==> src/rtl/medidor_faixa_uc_pkg.sv <==
// Shared types for the range-meter control unit: state codes and the bundle of
// control outputs, plus the Moore output decoder.
package medidor_faixa_uc_pkg;

    typedef enum logic [3:0] {
        INICIAL     = 4'h0,
        PREPARA     = 4'h1,
        MEDIR       = 4'h2,
        AGUARDA_MED = 4'h3,
        TRANSMITE   = 4'h4,
        ESPERA_TX   = 4'h5,
        PROX_CHAR   = 4'h6,
        FIM_FRAME   = 4'h7,
        INTERVALO   = 4'h8,
        ACERTO      = 4'h9,
        TIMEOUT     = 4'hA
    } estado_t;

    typedef struct packed {
        logic zera;
        logic zera_char;
        logic zera_time;
        logic mensurar;
        logic partida_tx;
        logic conta_prox_char;
        logic conta_time;
        logic pronto;
        logic fim_jogo;
        logic erro_timeout;
    } saidas_t;

    function automatic saidas_t decodifica(estado_t e);
        saidas_t s;
        s = '0;
        case (e)
            PREPARA: begin
                s.zera      = 1'b1;
                s.zera_char = 1'b1;
                s.zera_time = 1'b1;
            end
            MEDIR:     s.mensurar        = 1'b1;
            TRANSMITE: s.partida_tx      = 1'b1;
            PROX_CHAR: s.conta_prox_char = 1'b1;
            FIM_FRAME: begin
                s.zera_char = 1'b1;
                s.zera_time = 1'b1;
                s.pronto    = 1'b1;
            end
            INTERVALO: s.conta_time = 1'b1;
            ACERTO:    s.fim_jogo   = 1'b1;
            TIMEOUT: begin
                s.zera         = 1'b1;
                s.erro_timeout = 1'b1;
            end
            default:   s = '0;
        endcase
        return s;
    endfunction

endpackage

==> src/rtl/medidor_faixa_uc_if.sv <==
// Control/status bundle between the range-meter control unit (master) and its
// datapath (slave).
interface medidor_faixa_uc_if;
    logic       ligar;
    logic       pronto_medida;
    logic       pronto_tx;
    logic       is_ultimo_char;
    logic       fim_time;
    logic       acertou;
    logic       zera;
    logic       zera_char;
    logic       zera_time;
    logic       mensurar;
    logic       partida_tx;
    logic       conta_prox_char;
    logic       conta_time;
    logic       pronto;
    logic       fim_jogo;
    logic       erro_timeout;
    logic [3:0] db_estado;

    modport master (
        input  ligar, pronto_medida, pronto_tx, is_ultimo_char, fim_time, acertou,
        output zera, zera_char, zera_time, mensurar, partida_tx, conta_prox_char,
               conta_time, pronto, fim_jogo, erro_timeout, db_estado
    );

    modport slave (
        output ligar, pronto_medida, pronto_tx, is_ultimo_char, fim_time, acertou,
        input  zera, zera_char, zera_time, mensurar, partida_tx, conta_prox_char,
               conta_time, pronto, fim_jogo, erro_timeout, db_estado
    );
endinterface

==> src/rtl/medidor_faixa_uc_contador_m.sv <==
// Modulo-M up counter with async and sync clear; fim is high while the count
// sits at its terminal value M-1.
module contador_m #(
    parameter int M = 1_500_000,
    parameter int N = 21
) (
    input  logic clock,
    input  logic zera_as,
    input  logic zera_s,
    input  logic conta,
    output logic fim
);

    logic [N-1:0] q_q;
    logic [N-1:0] q_d;

    always_comb begin
        q_d = q_q;
        if (zera_s)
            q_d = '0;
        else if (conta)
            q_d = (q_q == N'(M - 1)) ? '0 : q_q + N'(1);
    end

    always_ff @(posedge clock or posedge zera_as) begin
        if (zera_as)
            q_q <= '0;
        else
            q_q <= q_d;
    end

    assign fim = (q_q == N'(M - 1));

endmodule

==> src/rtl/medidor_faixa_uc.sv <==
// Range-meter control unit: Moore FSM sequencing measurement, 4-char frame,
// interval wait and hit detection. MEDIDOR_UC_TIMEOUT_EN enables the watchdog.
module medidor_faixa_uc
    import medidor_faixa_uc_pkg::*;
#(
    parameter int TIMEOUT_CICLOS = 1_500_000,
    parameter int N_TIMEOUT      = 21
) (
    input  logic               clock,
    input  logic               reset,
    medidor_faixa_uc_if.master bus
);

    estado_t estado_q, estado_d;
    saidas_t saidas_q, saidas_d;
    logic    fim_watchdog;

`ifdef MEDIDOR_UC_TIMEOUT_EN
    contador_m #(
        .M (TIMEOUT_CICLOS),
        .N (N_TIMEOUT)
    ) u_watchdog (
        .clock   (clock),
        .zera_as (reset),
        .zera_s  (estado_q != AGUARDA_MED),
        .conta   (estado_q == AGUARDA_MED),
        .fim     (fim_watchdog)
    );
`else
    assign fim_watchdog = 1'b0;
`endif

    always_comb begin
        estado_d = estado_q;
        case (estado_q)
            INICIAL:     if (bus.ligar) estado_d = PREPARA;
            PREPARA:     estado_d = MEDIR;
            MEDIR:       estado_d = AGUARDA_MED;
            AGUARDA_MED: begin
                if (bus.pronto_medida)  estado_d = TRANSMITE;
                else if (!bus.ligar)    estado_d = INICIAL;
                else if (fim_watchdog)  estado_d = TIMEOUT;
            end
            TRANSMITE:   estado_d = ESPERA_TX;
            // Frame is always completed once started; ligar is only looked at in FIM_FRAME.
            ESPERA_TX:   if (bus.pronto_tx) estado_d = bus.is_ultimo_char ? FIM_FRAME : PROX_CHAR;
            PROX_CHAR:   estado_d = TRANSMITE;
            FIM_FRAME:   estado_d = bus.ligar ? INTERVALO : INICIAL;
            INTERVALO: begin
                if (!bus.ligar)         estado_d = INICIAL;
                else if (bus.acertou)   estado_d = ACERTO;
                else if (bus.fim_time)  estado_d = MEDIR;
            end
            ACERTO:      if (!bus.ligar) estado_d = INICIAL;
            TIMEOUT:     estado_d = MEDIR;
            default:     estado_d = INICIAL;
        endcase
    end

    // Outputs are decoded from the next state and registered with it, so they
    // track the state register exactly without a combinational output path.
    always_comb begin
        saidas_d = decodifica(estado_d);
`ifndef MEDIDOR_UC_TIMEOUT_EN
        saidas_d.erro_timeout = 1'b0;
`endif
    end

    always_ff @(posedge clock or posedge reset) begin
        if (reset) begin
            estado_q <= INICIAL;
            saidas_q <= '0;
        end else begin
            estado_q <= estado_d;
            saidas_q <= saidas_d;
        end
    end

    assign bus.zera            = saidas_q.zera;
    assign bus.zera_char       = saidas_q.zera_char;
    assign bus.zera_time       = saidas_q.zera_time;
    assign bus.mensurar        = saidas_q.mensurar;
    assign bus.partida_tx      = saidas_q.partida_tx;
    assign bus.conta_prox_char = saidas_q.conta_prox_char;
    assign bus.conta_time      = saidas_q.conta_time;
    assign bus.pronto          = saidas_q.pronto;
    assign bus.fim_jogo        = saidas_q.fim_jogo;
    assign bus.erro_timeout    = saidas_q.erro_timeout;
    assign bus.db_estado       = estado_q;

endmodule

==> src/flat_wrapper.sv <==
// flat-port wrapper written by rule: the top's interface ports become plain ports
module medidor_faixa_uc_flat import medidor_faixa_uc_pkg::*;
#(
    parameter int TIMEOUT_CICLOS = 1_500_000,
    parameter int N_TIMEOUT      = 21
)
  (clock, reset, bus_ligar, bus_pronto_medida, bus_pronto_tx, bus_is_ultimo_char, bus_fim_time, bus_acertou, bus_zera, bus_zera_char, bus_zera_time, bus_mensurar, bus_partida_tx, bus_conta_prox_char, bus_conta_time, bus_pronto, bus_fim_jogo, bus_erro_timeout, bus_db_estado);
  medidor_faixa_uc_if bus_i ();
  input  logic clock;
  input  logic reset;
  input wire logic [$bits(bus_i.ligar)-1:0] bus_ligar;
  input wire logic [$bits(bus_i.pronto_medida)-1:0] bus_pronto_medida;
  input wire logic [$bits(bus_i.pronto_tx)-1:0] bus_pronto_tx;
  input wire logic [$bits(bus_i.is_ultimo_char)-1:0] bus_is_ultimo_char;
  input wire logic [$bits(bus_i.fim_time)-1:0] bus_fim_time;
  input wire logic [$bits(bus_i.acertou)-1:0] bus_acertou;
  output wire logic [$bits(bus_i.zera)-1:0] bus_zera;
  output wire logic [$bits(bus_i.zera_char)-1:0] bus_zera_char;
  output wire logic [$bits(bus_i.zera_time)-1:0] bus_zera_time;
  output wire logic [$bits(bus_i.mensurar)-1:0] bus_mensurar;
  output wire logic [$bits(bus_i.partida_tx)-1:0] bus_partida_tx;
  output wire logic [$bits(bus_i.conta_prox_char)-1:0] bus_conta_prox_char;
  output wire logic [$bits(bus_i.conta_time)-1:0] bus_conta_time;
  output wire logic [$bits(bus_i.pronto)-1:0] bus_pronto;
  output wire logic [$bits(bus_i.fim_jogo)-1:0] bus_fim_jogo;
  output wire logic [$bits(bus_i.erro_timeout)-1:0] bus_erro_timeout;
  output wire logic [$bits(bus_i.db_estado)-1:0] bus_db_estado;
  assign bus_i.ligar = bus_ligar;
  assign bus_i.pronto_medida = bus_pronto_medida;
  assign bus_i.pronto_tx = bus_pronto_tx;
  assign bus_i.is_ultimo_char = bus_is_ultimo_char;
  assign bus_i.fim_time = bus_fim_time;
  assign bus_i.acertou = bus_acertou;
  assign bus_zera = bus_i.zera;
  assign bus_zera_char = bus_i.zera_char;
  assign bus_zera_time = bus_i.zera_time;
  assign bus_mensurar = bus_i.mensurar;
  assign bus_partida_tx = bus_i.partida_tx;
  assign bus_conta_prox_char = bus_i.conta_prox_char;
  assign bus_conta_time = bus_i.conta_time;
  assign bus_pronto = bus_i.pronto;
  assign bus_fim_jogo = bus_i.fim_jogo;
  assign bus_erro_timeout = bus_i.erro_timeout;
  assign bus_db_estado = bus_i.db_estado;
  medidor_faixa_uc #(.TIMEOUT_CICLOS(TIMEOUT_CICLOS), .N_TIMEOUT(N_TIMEOUT)) u_core (.clock(clock), .reset(reset), .bus(bus_i));
endmodule
==> config.mk <==
export PLATFORM = sky130hd
export DESIGN_NAME = medidor_faixa_uc_flat
export DESIGN_NICKNAME = d
export VERILOG_FILES = /design/src/rtl/medidor_faixa_uc_pkg.sv /design/src/rtl/medidor_faixa_uc_if.sv /design/src/rtl/medidor_faixa_uc_contador_m.sv /design/src/rtl/medidor_faixa_uc.sv /design/src/flat_wrapper.sv
export SDC_FILE = /design/constraint.sdc
export NUM_CORES = 1
export LEC_CHECK = 0
export BUFFER_PORTS_ARGS = -buffer_cell sky130_fd_sc_hd__buf_2
export CAP_MARGIN = 0
export CORE_UTILIZATION = 30
export CTS_BUF_LIST = sky130_fd_sc_hd__clkbuf_4
export CTS_CLUSTER_DIAMETER = 150
export CTS_CLUSTER_SIZE = 8
export DETAILED_ROUTE_END_ITERATION = 12
export PLACE_DENSITY = 0.63
export SYNTH_ARGS = -nofsm -noshare
export SYNTH_HDL_FRONTEND = slang
export SYNTH_SLANG_ARGS = --single-unit
==> constraint.sdc <==
create_clock -name clock -period 2.2 [get_ports clock]
set_input_delay 0.11 -clock clock [delete_from_list [all_inputs] [get_ports clock]]
set_output_delay 0.11 -clock clock [all_outputs]
set_load 0.03 [all_outputs]
Word-level counts from Yosys, hierarchy flattened
Cells that the tools add are included.
- eq/ne operators: 18
- muxes and demuxes: 18
- reductions and logical operators: 4
- operators with widths (operator ; count):
    $pmux 4 s10 ; 1
    $mux 4 ; 8
    $eq 4x3->1 const B ; 7
    $eq 4x4->1 const B ; 6
    $eq 4x2->1 const B ; 3
    $eq 4x1->1 const B ; 2
    $mux 1 ; 8
    $reduce_or 2->1 ; 3
    $logic_not 4->1 ; 1
    $mux 2 ; 1
- flip-flop bits (word level): 13
- logic and storage cells: 50

Depth between registers and ports, before layout
Gate-level depths: netlist of the first run.
- word-level depth: 7
- gate-level depth with buffers: 6
- depth with buffers taken out: 5

Least setup slack after synthesis of the first run
OpenSTA, ideal clock, no wires.
- path kind: register to register
- start point: register u_core.estado_q[1] (netlist: u_core.bus.db_estado[1])
- end point: register u_core.saidas_q, in the netlist u_core.bus.zera_char
- setup time: 120 ps
- arrival: 1465 ps
- required time: 2080 ps
- slack: 615 ps
- cell stages (with the launch flop): 6
- cells stage by stage: dfrtp_1 > buf_4 > nand2b_2 > nor2_1 > a221o_2 > a31o_1
- cells in the longest elaborated chain, start to end: 7
- elaborated cells on any way between the ends: 24
- ends and longest elaborated chain (element ; RTL line ; RTL):
    start, declared ; medidor_faixa_uc.sv:14 ; estado_t estado_q, estado_d;
    start signal, assigned ; medidor_faixa_uc.sv:74 ; estado_q <= estado_d;
    $mux 4 ; medidor_faixa_uc.sv:52 ; else if (bus.fim_time) estado_d = MEDIR;
    $mux 4 ; medidor_faixa_uc.sv:51 ; else if (bus.acertou) estado_d = ACERTO;
    $mux 4 ; medidor_faixa_uc.sv:50 ; if (!bus.ligar) estado_d = INICIAL;
    $pmux 4 s10 * ; medidor_faixa_uc.sv:35 ; case (estado_q)
    named net u_core.estado_d[1] ; medidor_faixa_uc.sv:14 ;
    $eq 4x3->1 / $eq 4x1->1 (equally long branches) ; medidor_faixa_uc_pkg.sv:35 ; case (e)
    $reduce_or 2->1 (no line) * ; n/a ;
    $mux 2 * ; medidor_faixa_uc_pkg.sv:35 ;
    end signal, assigned ; medidor_faixa_uc.sv:75 ; saidas_q <= saidas_d;
    end, declared ; medidor_faixa_uc.sv:15 ; saidas_t saidas_q, saidas_d;
Mark *: on every way through the listed nets, which the timed path passes. The rest lies on a longest branch.

Worst setup path in the final report of the first run
Same ends and word-level chain as after synthesis.

==> results of run 1 <==
## stage by stage
step	instances	total power, mW	hold WS, ns	utilization
5_1_grt	103	1.09	0.201	0.378
4_1_cts	103	1.02	0.155	0.378
3_3_place_gp	98	0.864	0.127	0.359
6_report	103	1.01	0.165	0.378
3_5_place_dp	98	0.873	0.133	0.359
2_1_floorplan	57	0.786	-0.0253	-
## flip-flops by register name (all words and copies together), names as in the netlist
register / flops
u_core.bus.db_estado: 4
u_core.bus.conta_prox_char: 1
u_core.bus.conta_time: 1
u_core.bus.fim_jogo: 1
u_core.bus.mensurar: 1
u_core.bus.partida_tx: 1
u_core.bus.pronto: 1
u_core.bus.zera: 1
u_core.bus.zera_char: 1
## synth_stat cells
cell type / n
nor3b_2: 1
o21ai_4: 1
nor3b_1: 2
nand4bb_1: 1
buf_4: 3
nor4_1: 1
buf_2: 1
nor2b_1: 1
dfrtp_1: 12
nor3_1: 5
nor2_1: 3
a31o_1: 1
and3_1: 1
or3b_1: 1
conb_1: 1
a21oi_1: 2
buf_6: 2
o21ai_0: 2
o32a_4: 1
o221ai_1: 1
a21o_1: 1
o21ba_2: 1
inv_1: 3
a221o_2: 1
nand2b_2: 2
nand4b_1: 1
nand2_1: 4
nand2b_1: 1
## where the power goes
part           total (mW)  internal [mW]  switching (mW)
registers           0.377          0.288          0.0894
clock network       0.138         0.0658          0.0725
logic               0.491          0.182           0.309
total                1.01          0.535           0.471
## timing repair
item                                   4_1_cts  5_1_grt
hold buffers                                 1        0
endpoints found under the hold margin       12        0
setup endpoints to repair                    0        0
## per-layer routing
layer | wire length (µm) | GRT usage | part of all wire | up-vias
met5 | 0 | 0 | 0 | -
met4 | 44 | 0.120 | 0.037 | 0
met3 | 53 | 0.0226 | 0.044 | 4
met2 | 575 | 0.192 | 0.48 | 21
met1 | 522 | 0.155 | 0.44 | 215
li1 | - | - | - | 235
## worst max-delay path, stage by stage (launching register included)
cell      delay [ns]
dfrtp_1         0.53
nand2b_2        0.24
nor2_1          0.06
a221o_2         0.39
a31o_1          0.21
## cells by family after synthesis
family / after synthesis
flip-flops: 12
AND/OR/NAND/NOR: 24
other: 1
AO/OA/AOI/OAI: 11
buffers and inverters: 9
## final cells by class
type                            instances  area [µm²]  share of cell area
Clock buffer                            3        22.5              0.0304
Clock inverter                          1        3.75             0.00507
Inverter                                3        11.3              0.0152
Multi-Input combinational cell         36         259               0.350
Sequential cell                        12         300               0.405
Tap cell                               27        33.8              0.0456
Timing Repair Buffer                   21         110               0.149
## worst min-delay path by stage
stage / cells past startpoint / endpoint / slack, ns
global route: 3 / u_core.bus.fim_jogo / 0.20
detailed placement: 2 / u_core.bus.mensurar / 0.13
global placement: 2 / u_core.bus.db_estado[3] / 0.13
finish: 3 / u_core.bus.db_estado[3] / 0.17
CTS: 3 / u_core.bus.db_estado[3] / 0.16
floorplan: 1 / u_core.bus.conta_prox_char / -0.03
==> impl_metrics.ini, run 1 <==
[run_status]
run_status = complete, no violations

[worst_setup_path]
path_class = reg -> reg
r2r-start = u_core.bus.db_estado[1]
critPathCaptureType = register
crit_arrival_ns = 1.72
crit_path_start_kind = register
reg2reg_setup_slack_ns = 0.65
critical_path_required_ns = 2.37
r2r-end = u_core.bus.zera_char
worstPathMaxFanout = 10
cp-endpoint = u_core.bus.zera_char
crit_start = u_core.bus.db_estado[1]
reg2reg_depth = 4

[clocking]
cts_max_level = 1
clock_latency_ns = 0.27
cts_tree = built
cts-root-buf = clkbuf_4
post_cts_resized = 0
clkSlewWorstSetupHoldPaths_ns = 0.07
cts_made_buffers = 3
cts.sinks = 12
clk_path_buf_depth = 2
cts_setup_buffers = 0

[yosys]
ys_warn_count = 0
synth-seq-area-share = 0.484
synth_fp_nets = 65
synth_area_leaders = dfrtp_1 48%, nor3_1 4.0%, buf_4 3.6%
synth_area_leader_cell = dfrtp_1
synthSimpleGateAreaFrac = 0.242
syn_inst = 57
synth_top_area_share = 0.484
ys_types = 28
synth_top_family_by_area = simple AND/OR/NAND/NOR gates
syn_area_um2 = 621
synth_compound_area_frac = 0.169
synth-seq-cells = 12
synthMuxAreaShare = 0
synth-xor-area-share = 0
synthAdderAreaFrac = 0
synth_area_per_cell_um2 = 10.9

[routing]
via_per_inst = 4.61
wl_um = 1200
drt_iter0_drc = 5
dr.pass1.iters = 4
vias = 475
ant_nets = 0
wire_per_inst_um = 11.6
drc_errors = 0

[die]
start_util = 0.316
die_w_um = 47.5
row_count = 16
io_pins = 22
die_h_um = 47.5
core_region_area_um2 = 1960
die_area_um2 = 2250

[hold_path]
min-delay-start = bus_ligar
hp-class = in -> reg

[power_and_ir_drop]
power-per-cell-area_nw_per_um2 = 1360
p_leak_nw = 0.376
irDropWorstVdd_v = 0.000369

[sta]
rsz0062_at_grt = false
finalSetupViolCount = 0
skew_ns = 0.00129
min_period_over_period = 0.703
finalHoldViolations = 0
setup_ws_ns = 0.653
period_minus_slack_ns = 1.55
final_max_slew_viol_count = 0
tns_ns = 0
max_freq_mhz = 647

[cells_and_area]
area_delta_synth_final_pct = 19.4
final_cell_mix = 20 x buf_2, 12 x dfrtp_1, 5 x nor3_1
layout_commonest_cell = buf_2
nFillCells = 213
antennaDiodeCount = 0
drive_gt1_frac = 0.395
final_area_um2 = 741
finalNetCount = 85

[global_route]
grt_pass1_wl_um = 1880
grt_pass1_vias = 426
antenna_found_initial = 0
grt_overflow = 0
grtUsageTotal = 0.128
grt_max_degree = 13

[placed_design]
io_buffers = 20
gp_congestion = 0.776
hpwl_um = 862
place_area_um2 = 704
dpl_worst_slack_ns = 0.667

[job]
drv_cap = 0
Power figures use the tool's default switching activity.
==> inputs of run 2 (changes only) <==
- ABC_AREA: unset -> 1
- PLACE_DENSITY: 0.63 -> 0.64
- clock period: 2.2 -> 1.3 ns (I/O delays scaled with it)
==> run 2 against run 1 <==
Net effect: the run now ends with negative setup slack left; die area is 8.1% higher; design area is 28% higher; first-iteration DRC count is 80% higher; utilization is 8.6 points higher; sequential share of layout area is 8.3 points lower; critical path type unchanged.
==> impl_metrics.ini, run 2 <==
[power_and_ir_drop]
switchingPower_mw = 1.23
power-per-cell-area_nw_per_um2 = 2490
p_leak_nw = 0.524
p_comb_frac = 0.614
p_int_mw = 1.13
pwr-share-seq = 0.278
irDropWorstVdd_v = 0.00132
p_total_mw = 2.36
p_clk_frac = 0.108
switching_share = 0.520

[routing]
via_per_inst = 4.47
vias = 639
drc_errors = 0
wire_per_inst_um = 11.2
dr.pass1.iters = 4
drt_iter0_drc = 9
ant_nets = 0
wl_um = 1600

[yosys]
synth_area_leader_cell = dfrtp_1
synth_edf_count = 0
synth_most_common_cell = nand2_1
synth_fp_nets = 98
synth-seq-area-share = 0.446
ys_warn_count = 0
synth_area_leaders = dfrtp_1 45%, nand2_1 16%, inv_1 6.7%
synth-seq-cells = 12
synth_top_area_share = 0.446
synth_area_per_cell_um2 = 7.48
ys_top_cells_by_count = 29 x nand2_1, 12 x dfrtp_1, 12 x inv_1
syn_inst = 90
ys_async_sr_fraction = 1.00
ys_types = 19
syn_area_um2 = 673
ys.flop_type = dfrtp_1

[worst_setup_path]
worstPathMaxFanout = 6
path_class = reg -> reg
crit_path_start_kind = register
critPathCaptureType = register
crit_arrival_ns = 1.47
critical_path_required_ns = 1.45

[global_route]
grt_pass1_wl_um = 2420
grt_max_degree = 13
grt_overflow = 0
antenna_found_initial = 0
grt_pass1_vias = 573
grtUsageTotal = 0.131

[clocking]
cts.sinks = 12
clkSlewWorstSetupHoldPaths_ns = 0.08
cts_made_buffers = 3
cts-root-buf = clkbuf_4
cts_max_level = 1
clock_latency_ns = 0.27
cts_tree = built
clk_path_buf_depth = 2

[placed_design]
gp_congestion = 0.923
place_area_um2 = 796
io_buffers = 20
hpwl_um = 1110

[hold_path]
hp-class = in -> reg

[die]
start_util = 0.330
row_count = 16
die_w_um = 49.4
core_region_area_um2 = 2040
die_h_um = 49.4
die_area_um2 = 2440
io_pins = 22

[cells_and_area]
area_delta_synth_final_pct = 40.7
final_area_um2 = 947
final_cell_mix = 21 x nand2_1, 20 x buf_2, 11 x inv_1
drive_gt1_frac = 0.526
antennaDiodeCount = 0
largest_reg_flops = 4
finalNetCount = 125
layout_commonest_cell = nand2_1

[run_status]
violations = negative setup slack
run_status = complete, but fails checks

[sta]
finalSetupViolCount = 1
period_minus_slack_ns = 1.31
final_max_slew_viol_count = 0
finalHoldViolations = 0
min_period_over_period = 1.01
skew_ns = 0.0129
rsz0062_at_grt = true
tns_ns = -0.0110
max_freq_mhz = 763
setup_ws_ns = -0.0110

[job]
drv_cap = 0
## run 2: cell count changes after synthesis, sizes merged, moves of 4 or more
cell and change:
buf -4, nor2 +8, inv +13, nand3 +8
nand2 +26
## run 2: metal layers
layer | share of wire | global-route usage | up-vias
li1 | - | - | 324
met1 | 0.45 | 0.160 | 296
met2 | 0.50 | 0.226 | 19
met3 | 0.050 | 0.0467 | 0
met4 | 0 | 0.0143 | 0
met5 | 0 | 0 | -
## run 2: worst max-delay path, cell delays in order, from the launching register on
cell     delay (ns)
dfrtp_2        0.47
inv_4          0.10
buf_6          0.09
o21ai_1        0.05
nand2_1        0.10
nand2_2        0.07
nor2_4         0.11
nand2_4        0.08
nand3_2        0.07
nand2_1        0.05
## run 2: timing repair
item / 4_1_cts / 5_1_grt
hold endpoints to repair: 12 / 0
buffers inserted: 3 / 0
hold buffers: 1 / 0
endpoints found under the setup margin: 4 / 5
resized for setup: 13 / 14
pin swaps: 10 / 8
## run 2: power by group through the flow
stage                     Clock, mW  Combinational, mW  Sequential (mW)
final                         0.254               1.45            0.656
after global routing          0.282               1.55            0.672
after CTS                     0.264               1.31            0.633
after detailed placement          0               1.17            0.629
after global placement            0               1.15            0.622
after floorplan                   0              0.646            0.880
## run 2: kinds of logic after synthesis
kind of cell / after synthesis / synth area share
compound gates: 7 / 0.0576
flops: 12 / 0.446
buf+inv: 18 / 0.112
simple gates: 52 / 0.379
other cells: 1 / 0.00557
## run 2: per-stage QoR
stage                      util  cells  worst slack [ns]  hold WS, ns
after floorplan               -     90            0.0144      -0.0705
after detailed placement  0.390    135           -0.0253       0.0857
after CTS                 0.438    143           -0.0114        0.108
after global routing      0.464    143           -0.0679        0.169
after global placement    0.390    135           -0.0113       0.0802
final                     0.464    143           -0.0110        0.145
## run 2: worst paths after layout
path                                      endpoint  cells after the start                    start  slack (ns)
hold / removal                 u_core.bus.mensurar                      4              bus_acertou        0.15
hold reg to reg            u_core.bus.db_estado[3]                      3  u_core.bus.db_estado[3]        0.71
setup / recovery              u_core.bus.zera_char                      9  u_core.bus.db_estado[0]       -0.01
max in group asynchronous  u_core.bus.db_estado[1]                      3                    reset        0.65
setup reg to reg              u_core.bus.zera_char                      9  u_core.bus.db_estado[0]       -0.01
min in group asynchronous    u_core.bus.partida_tx                      3                    reset        0.33
## run 2: area by class of cell
cell class,instances,area [µm²]
well taps,27,33.8
inverters,16,67.6
flip-flops and latches,12,305
fillers,218,1090
clock buffers,4,30.0
repair buffers,24,140
multi-input cells,60,370
==> inputs of run 3 (changes only) <==
- CAP_MARGIN: 0 -> 20
- GPL_TIMING_DRIVEN: unset -> 0
==> run 3 against run 2 <==
Net effect: critical path depth fell by 1; cell count up 2.1%; register-to-register slack is essentially flat; the flow still finishes with violations (negative setup slack); clock skew shrank 0.011 ns; flip-flop and latch count is the same; utilization increased by 0.74 points; count of clock-buffer cells in the layout shrank 1.
==> impl_metrics.ini, run 3 (synthesis gave the netlist of run 2 again) <==
[run_status]
run_status = complete, but fails checks
violations = negative setup slack

[sta]
final_max_slew_viol_count = 0
finalHoldViolations = 0
period_minus_slack_ns = 1.32
rsz0062_at_grt = true
skew_ns = 0.00169
setup_ws_ns = -0.0171
finalSetupViolCount = 5
max_freq_mhz = 759
tns_ns = -0.0502
min_period_over_period = 1.01
hold_slack_ns = 0.136

[worst_setup_path]
r2r-start = u_core.bus.db_estado[0]
reg2reg_depth = 8
worstPathMaxFanout = 7
r2r-end = u_core.bus.conta_prox_char
critical_path_required_ns = 1.46
reg2reg_setup_slack_ns = -0.02
crit_arrival_ns = 1.47
path_class = reg -> reg
critPathCaptureType = register
crit_path_start_kind = register

[clocking]
clock_latency_ns = 0.27
cts_max_level = 1
clk_path_buf_depth = 2
clkSlewWorstSetupHoldPaths_ns = 0.07
cts.sinks = 12
cts-root-buf = clkbuf_4
cts_made_buffers = 3
cts_tree = built

[global_route]
gr-usage-met3 = 0.0530
grt_pass1_wl_um = 2210
use_met2 = 0.196
grt_pass1_vias = 564
top_usage_layer = met2
grtUsageTotal = 0.117
use_met1 = 0.148
grt_overflow = 0
antenna_found_initial = 0
grt_max_degree = 13

[hold_path]
hold_depth = 4
min_to = u_core.bus.mensurar
min-delay-start = bus_acertou
hp-class = in -> reg

[power_and_ir_drop]
switching_share = 0.525
p_clk_frac = 0.096
power-per-cell-area_nw_per_um2 = 2470
p_leak_nw = 0.542
switchingPower_mw = 1.25
p_comb_frac = 0.630
pwr-share-seq = 0.274
p_int_mw = 1.13
irDropWorstVdd_v = 0.00126

[routing]
drc_errors = 0
vias = 680
wl_um = 1560
ant_nets = 0
dr.pass1.iters = 4
via_per_inst = 4.66
drt_iter0_drc = 13
wire_per_inst_um = 10.7

[placed_design]
gp_congestion = 0.904
place_area_um2 = 811
hpwl_um = 1080
io_buffers = 20

[cells_and_area]
area_delta_synth_final_pct = 42.9
drive_gt1_frac = 0.521
final_cell_mix = 20 x nand2_1, 20 x buf_2, 11 x inv_1
largest_reg_flops = 4
antennaDiodeCount = 0
finalNetCount = 128
final_area_um2 = 962

[job]
drv_cap = 0

[die]
core_region_area_um2 = 2040
start_util = 0.330
die_w_um = 49.4
die_h_um = 49.4
die_area_um2 = 2440
row_count = 16
io_pins = 22
-- run 3: worst max path at each step --
stage	from	end	slack, ns	cells past startpoint
after global placement	u_core.bus.db_estado[2]	u_core.bus.zera_char	0.007	9
after floorplan	u_core.bus.db_estado[1]	u_core.bus.conta_prox_char	0.01	8
final	u_core.bus.db_estado[0]	u_core.bus.conta_prox_char	-0.02	8
after CTS	u_core.bus.db_estado[2]	u_core.bus.conta_prox_char	0.006	7
after global routing	u_core.bus.db_estado[3]	u_core.bus.zera_char	-0.08	10
after detailed placement	u_core.bus.db_estado[0]	u_core.bus.zera_char	0.007	9
-- run 3: layer usage --
metal | vias to the layer above | routed length [µm]
met5 | - | 0
met4 | 0 | 0
met3 | 0 | 107
met2 | 26 | 770
li1 | 330 | -
met1 | 324 | 685
-- run 3: stage by stage --
stage | setup slack (ns) | cells | power (mW) | util
6_report | -0.0171 | 146 | 2.38 | 0.471
5_1_grt | -0.0831 | 146 | 2.53 | 0.471
4_1_cts | 0.00622 | 144 | 2.11 | 0.426
3_5_place_dp | 0.00740 | 137 | 1.81 | 0.397
3_3_place_gp | 0.00722 | 137 | 1.79 | 0.397
2_1_floorplan | 0.0144 | 90 | 1.53 | -
-- run 3: cell type report --
cell class	count	area, µm²
Fill cell	207	1080
Multi-Input combinational cell	60	373
Sequential cell	12	305
Timing Repair Buffer	25	144
Inverter	16	65.1
Tap cell	27	33.8
Clock buffer	3	22.5
Buffer	2	15.0
Clock inverter	1	3.75
-- run 3: critical path, cell delays in order (launching register included) --
cell and delay [ns]:
dfrtp_2 0.48, inv_4 0.10, nor2_2 0.05, nand2_1 0.09
nand2_1 0.07, nor2_2 0.15, nand3_4 0.14, nand3_1 0.09
nor2_1 0.04
-- run 3: timing repair --
action,in CTS,in global routing
gates cloned,0,0
buffers inserted,2,2
endpoints found under the hold margin,12,0
endpoints found under the setup margin,2,5
resized for setup,2,22
hold buffers,1,0
pin swaps,4,12
-- run 3: power by group through the flow --
stage	logic (mW)	clock network, mW	registers (mW)
6_report	1.50	0.228	0.651
5_1_grt	1.60	0.261	0.666
4_1_cts	1.25	0.241	0.622
3_5_place_dp	1.18	0	0.630
3_3_place_gp	1.16	0	0.628
2_1_floorplan	0.646	0	0.880
